**config.mk**
```make
export PLATFORM = sky130hd
export DESIGN_NAME = alu_cmd_driver
export DESIGN_NICKNAME = d
export VERILOG_FILES = /design/src/rtl/alu_cmd_driver.sv
export SDC_FILE = /design/constraint.sdc
export NUM_CORES = 1
export LEC_CHECK = 0
export CORE_UTILIZATION = 44
export CTS_BUF_LIST = sky130_fd_sc_hd__clkbuf_4
export CTS_CLUSTER_DIAMETER = 40
export CTS_CLUSTER_SIZE = 8
export DETAILED_ROUTE_END_ITERATION = 16
export HOLD_SLACK_MARGIN = 0.02
export PLACE_DENSITY = 0.87
export SYNTH_ARGS = -nofsm -noshare
export SYNTH_HDL_FRONTEND = slang
export SYNTH_SLANG_ARGS = --single-unit
export TNS_END_PERCENT = 5
```
**constraint.sdc**
```tcl
create_clock -name clk -period 1.65 [get_ports clk]
set_input_delay 0.2475 -clock clk [delete_from_list [all_inputs] [get_ports clk]]
set_output_delay 0.2475 -clock clk [all_outputs]
set_load 0.05 [all_outputs]
```
**src/rtl/alu_cmd_driver.sv**
```systemverilog
// rtl/alu_cmd_driver.sv - command/response driver for the registered ALU wrapper
// Optional self-check of wrapper results enabled by defining ALU_CMD_DRIVER_CHECK_EN.
module alu_cmd_driver #(
  parameter int W       = 4,
  parameter int LATENCY = 2,
  parameter int CNT_W   = 8
) (
  input  logic             clk,
  input  logic             rst,
  input  logic             cmd_valid,
  output logic             cmd_ready,
  input  logic [W-1:0]     cmd_a,
  input  logic [W-1:0]     cmd_b,
  input  logic [1:0]       cmd_op,
  output logic [W-1:0]     alu_a,
  output logic [W-1:0]     alu_b,
  output logic [1:0]       alu_op,
  input  logic [2*W-1:0]   alu_out,
  output logic             rsp_valid,
  input  logic             rsp_ready,
  output logic [2*W-1:0]   rsp_data,
  output logic [1:0]       rsp_op,
  output logic             busy,
  output logic [CNT_W-1:0] txn_count,
  output logic             mismatch
);

  localparam int WCW = (LATENCY < 1) ? 1 : $clog2(LATENCY + 1);

  typedef enum logic [1:0] {
    IDLE = 2'd0,
    WAIT = 2'd1,
    RESP = 2'd2
  } state_t;

  state_t         state;
  state_t         state_next;
  logic [WCW-1:0] wait_cnt;
  logic           accept;
  logic           capture;
  logic           complete;

  assign accept   = (state == IDLE) && cmd_valid;
  assign capture  = (state == WAIT) && (wait_cnt == '0);
  assign complete = (state == RESP) && rsp_ready;

  always_ff @(posedge clk) begin
    if (rst) begin
      state <= IDLE;
    end else begin
      state <= state_next;
    end
  end

  always_comb begin
    state_next = state;
    case (state)
      IDLE:    if (accept)   state_next = WAIT;
      WAIT:    if (capture)  state_next = RESP;
      RESP:    if (complete) state_next = IDLE;
      default:               state_next = IDLE;
    endcase
  end

  always_comb begin
    cmd_ready = (state == IDLE);
    busy      = (state != IDLE);
  end

  // ALU inputs stay at the last accepted command; the wrapper samples them over several edges
  always_ff @(posedge clk) begin
    if (rst) begin
      alu_a     <= '0;
      alu_b     <= '0;
      alu_op    <= '0;
      wait_cnt  <= '0;
      rsp_valid <= 1'b0;
      rsp_data  <= '0;
      rsp_op    <= '0;
      txn_count <= '0;
    end else begin
      if (accept) begin
        alu_a    <= cmd_a;
        alu_b    <= cmd_b;
        alu_op   <= cmd_op;
        wait_cnt <= WCW'(LATENCY);
      end
      if ((state == WAIT) && (wait_cnt != '0)) begin
        wait_cnt <= wait_cnt - 1'b1;
      end
      if (capture) begin
        rsp_data  <= alu_out;
        rsp_op    <= alu_op;
        rsp_valid <= 1'b1;
      end
      if (complete) begin
        rsp_valid <= 1'b0;
        txn_count <= txn_count + 1'b1;
      end
    end
  end

`ifdef ALU_CMD_DRIVER_CHECK_EN
  logic [2*W-1:0] expected;

  always_comb begin
    expected = '0;
    case (alu_op)
      2'b00:   expected = {{W{1'b0}}, alu_a} + {{W{1'b0}}, alu_b};
      2'b01:   expected = {{W{1'b0}}, alu_a} * {{W{1'b0}}, alu_b};
      2'b10:   expected = {{W{1'b0}}, alu_a | alu_b};
      default: expected = {{W{1'b0}}, alu_a & alu_b};
    endcase
  end

  always_ff @(posedge clk) begin
    if (rst) begin
      mismatch <= 1'b0;
    end else if (capture && (alu_out != expected)) begin
      mismatch <= 1'b1;
    end
  end
`else
  assign mismatch = 1'b0;
`endif

endmodule

```
# After elaboration in Yosys (flattened, before gate mapping)
# Index checks and enable logic that the tools add are counted.
[word_totals]
regBits = 33
latch_bits = 0
mem_bits_rw = 0
mem_bits_ro = 0
inputBits = 22
output_inout_bits = 32
elab_cells = 33
memories = 0
[op_classes]
add_sub_neg = 2
mul = 0
div_mod_pow = 0
n_lt_le_gt_ge = 0
n_eq_ne = 5
shifts = 0
mux = 6
bitwise = 0
reduce_logical = 11
[op_table]
columns = ["op", "count"]
rows = [
  ["two-way mux 2 bit", 5],
  ["adder 8 x 1 -> 8 bit, second input constant", 1],
  ["one-hot mux 2 bit (3 select lines)", 1],
  ["nonzero test 2 bit", 3],
  ["logical AND 1 bit", 4],
  ["logical NOT 2 bit", 2],
  ["inequality test 2 bit, second input constant", 2],
  ["AND reduction 3 bit", 1],
  ["== test 2 x 1 -> 1 bit, second input constant", 1],
  ["== test 2 bit, second input constant", 1],
  ["inequality test 2 x 1 -> 1 bit, second input constant", 1],
  ["OR reduction 2 bit", 1],
  ["subtractor 2 x 1 -> 2 bit, second input constant", 1],
]

# Longest topological paths before layout
[logic_depth]
word_depth = 4
ltp_mapped = 6
ltp_nobuf = 5

# Least setup slack after synthesis
# OpenSTA, ideal clock, no wires.
[synth_timing]
kind = "register to register"
from = "reg txn_count[3]"
to = "reg txn_count[7]"
setup_time_ns = 0.121
arrival_ns = 1.523
required_time_ns = 1.529
slack_ns = 0.006
stages_incl_launch_ff = 4
path_buffers = 0
period_less_slack_ns = 1.644
cell_sequence = "dfxtp_1 nand4_1 nor4_1 mux2_2"
[synth_between]
elab_chain_cells = 1
[synth_lines]
columns = ["item", "line", "source"]
rows = [
  ["from (decl)", "24", "output logic [CNT_W-1:0] txn_count,"],
  ["from (signal assigned)", "98", "txn_count <= txn_count + 1'b1;"],
  ["adder 8 x 1 -> 8 bit", "98", ""],
]
# No other way between the ends.
# A chain may end at the register's enable or synchronous reset.

# Worst setup path after layout
[layout_timing]
from = "reg state[1]"
to = "out cmd_ready"
[layout_between]
elab_chain_cells = 1
[layout_lines]
columns = ["item", "line", "source"]
rows = [
  ["from (decl)", "36", "state_t state;"],
  ["from (signal assigned)", "51", "state <= state_next;"],
  ["logical NOT 2 bit", "66", "cmd_ready = (state == IDLE);"],
  ["to (decl)", "11", "output logic cmd_ready,"],
]
# No other way between the ends.

==> flow_summary.yaml <==
worst_hold_path:
  holdCritPathClass: "register to register"
yosys:
  netlist_area_um2: 1328
  synth_top_area_share: 0.4976
  async_flop_share: 0
  yosysUniqueCellTypes: 34
  syn_inst: 134
  synth_top_flop_cell: "dfxtp_1"
  seq_area_frac_synth: 0.4976
  synthTopCellsByCount: "33 x dfxtp_1, 24 x nor2_1, 22 x mux2i_1, 7 x inv_1, 6 x a21oi_1"
  synth_edf_count: 0
  yosysTopAreaCell: "dfxtp_1"
  avgSynthCellArea_um2: 9.907
  synth_most_common_cell: "dfxtp_1"
  yosysWarnings: 0
  syn_nets: 158
  synth-seq-cells: 33
  ys_top_cells_by_area: "dfxtp_1 50%, mux2i_1 17%, nor2_1 6.8%"
final_layout:
  drive_gt1_frac: 0.2694
  fin_cells: 224
  multi_input_area_um2: 598.1
  regArea_um2: 660.6
  finalInstanceArea_um2: 1912
  nNetsFinal: 216
  area_growth_pct: 44.01
  antenna_cells: 0
  fill_cells: 233
routing:
  wl_mm: 2.972
  wl_per_cell_um: 13.27
  via_per_inst: 5.058
  drt_first_pass_iters: 10
  drt_iter0_drc: 35
  drc: 2
  ant_nets: 0
  via_count: 1133
floorplanning:
  dieHeight_um: 56.93
  die-width_um: 56.93
  die-area_um2: 3241
  num_rows: 19
  core_um2: 2805
  start_util: 0.4732
  io_pins: 54
worst_setup_path:
  worstPathRequired_ns: 1.40
  crit_type: "register to output pin"
  critPathMaxFanout: 8
  worstSetupStartpointType: "register"
  slowest_stage: "dfxtp_1"
  max_stage_delay_ns: 0.42
  arrival_ns: 1.34
  path_cells: "or2_2, inv_1, buf_12"
  cp-end-kind: "output pin"
sta:
  fmax_mhz: 630.7
  rsz0062_at_grt: "no"
  final-max-slew-violation-count: 0
  skew_ns: 0.01307
  setup_viol: 0
  finalHoldViolations: 0
  fin_crit_ns: 1.585
  period_share: 0.9609
global_route:
  grt_max_degree: 16
  gr-total-overflow: 0
  globalRouteTotalUtil: 0.2014
  grt_pass1_vias: 1143
  antenna_found_initial: 0
  grt_pass1_wl_mm: 4.926
clock_network:
  cts_tree: "built"
  insertion_delay_ns: 0.33
  cts_setup_buffers: 0
  cts_buffer_depth: 2
  clock-sinks: 33
  clock-root-buffer: "clkbuf_4"
  holdBufCountCts: 0
  numCtsBuffers: 5
  cts_resized: 0
  h-tree-depth: 2
  clk_pin_slew_ns: 0.11
place:
  port_buffers: 52
  gp_congestion: 0.7599
  hpwlAfterDp_mm: 2.278
  place_area_um2: 1857
  dp.cells: 216
pwr:
  power_frac_comb: 0.259
  p_switching_uw: 573.9
  ir_drop_v: 0.0006335
  intPower_uw: 1198
  power.density_nw_per_um2: 927.1
  p_leak_uw: 0.0008978
  p_sw_frac: 0.3238
  clkPwrFrac: 0.249
  pwr-share-seq: 0.492
run_status:
  status: "complete, but fails checks"
  violations: "DRC"
job:
  maxCapViolCount: 0
==> registers in the layout (all words and copies together), names as in the netlist <==
name       cells
rsp_data       8
txn_count      8
alu_a          4
alu_b          4
alu_op         2
rsp_op         2
state          2
wait_cnt       2
rsp_valid      1
==> critical path, delay by kind of cell, from the launching register on <==
family | cells | cell delay [ns]
flops | 1 | 0.42
buf+inv | 2 | 0.24
simple gates | 1 | 0.35
==> cell usage in the layout (no fill, tap or decap) <==
master           synthesis  routed
clkbuf_4                 0       5
clkinv_2                 0       2
nand4_1                  1       1
or4_1                    2       2
nor4_1                   1       1
or2_2                    1       1
xor2_1                   1       1
ha_1                     2       2
buf_4                    3      35
nand2_1                  2       2
dfxtp_1                 33      33
nor2_1                  24      24
o31ai_1                  2       2
conb_1                   1       1
and2_1                   1       1
or3_1                    2       2
clkinvlp_4               0       1
a21oi_1                  6       6
mux2i_1                 22      22
o21ai_0                  2       2
or3b_2                   1       1
a211oi_1                 1       1
nand3b_4                 1       1
nand2b_1                 1       1
mux2_2                   1       1
nor3_1                   3       3
xnor2_1                  1       1
inv_1                    7       7
nand3_1                  1       1
buf_12                   0       3
nor2b_1                  1       1
clkdlybuf4s50_1          0      21
o21ba_2                  1       1
nor3b_2                  1       1
nand4b_1                 1       1
nor3b_1                  1       1
nand3b_1                 1       1
==> logic make-up (layout without fill, tap and decap cells) <==
kind of cell    after synthesis  count (layout)  synth area share
other cells                   1               1          0.002825
mux                          23              23            0.1744
compound gates               12              12           0.05467
fa+ha+maj                     2               2           0.01885
simple gates                 46              46            0.1866
flops                        33              33            0.4976
buf+inv                      15              74           0.05183
xor+xnor                      2               2           0.01320
==> path summary, 6_finish.rpt <==
check        slack [ns]                    from                        end  cells past startpoint
max                0.06   state[1]$_SDFFE_PP0P_                  cmd_ready                      3
min                0.46  rsp_valid$_SDFFE_PP0P_     rsp_valid$_SDFFE_PP0P_                      2
max reg2reg        0.23   state[1]$_SDFFE_PP0P_  txn_count[7]$_SDFFE_PP0P_                      3
min reg2reg        0.46  rsp_valid$_SDFFE_PP0P_     rsp_valid$_SDFFE_PP0P_                      2
==> power groups by stage <==
stage	Combinational [uW]	Clock, uW	Sequential, uW
final	459	441	872
after global routing	485	483	878
after CTS	463	451	872
after detailed placement	461	0	890
after global placement	451	0	886
after floorplan	171	0	1000
==> area by class of cell <==
class	instances	share of cell area
clock buffer	5	0.01963
inverter	7	0.01374
multi-input combinational	86	0.3128
timing repair buffer	59	0.2788
clock inverter	3	0.009162
sequential	33	0.3456
tap	31	0.02029
==> per-layer routing <==
metal  global-route usage  vias to the layer above  share of wire
li1                     -                      565              -
met1               0.2104                      523           0.39
met2               0.3664                       41           0.52
met3              0.06349                        4          0.070
met4              0.09408                        0          0.016
met5                    0                        -              0
==> per-stage QoR <==
| step | total power [uW] | TNS [ns] | setup slack, ns | util | hold WS, ns |
|---|---|---|---|---|---|
| final | 1772 | 0 | 0.06458 | 0.6815 | 0.4578 |
| after global routing | 1846 | 0 | 0.007286 | 0.6815 | 0.4836 |
| after CTS | 1786 | 0 | 0.05626 | 0.6815 | 0.4645 |
| after detailed placement | 1351 | -0.03265 | -0.03265 | 0.6619 | 0.4481 |
| after global placement | 1337 | 0 | 0.01485 | 0.6619 | 0.4357 |
| after floorplan | 1174 | 0 | 0.006221 | - | 0.3914 |
Power figures use the tool's default switching activity.
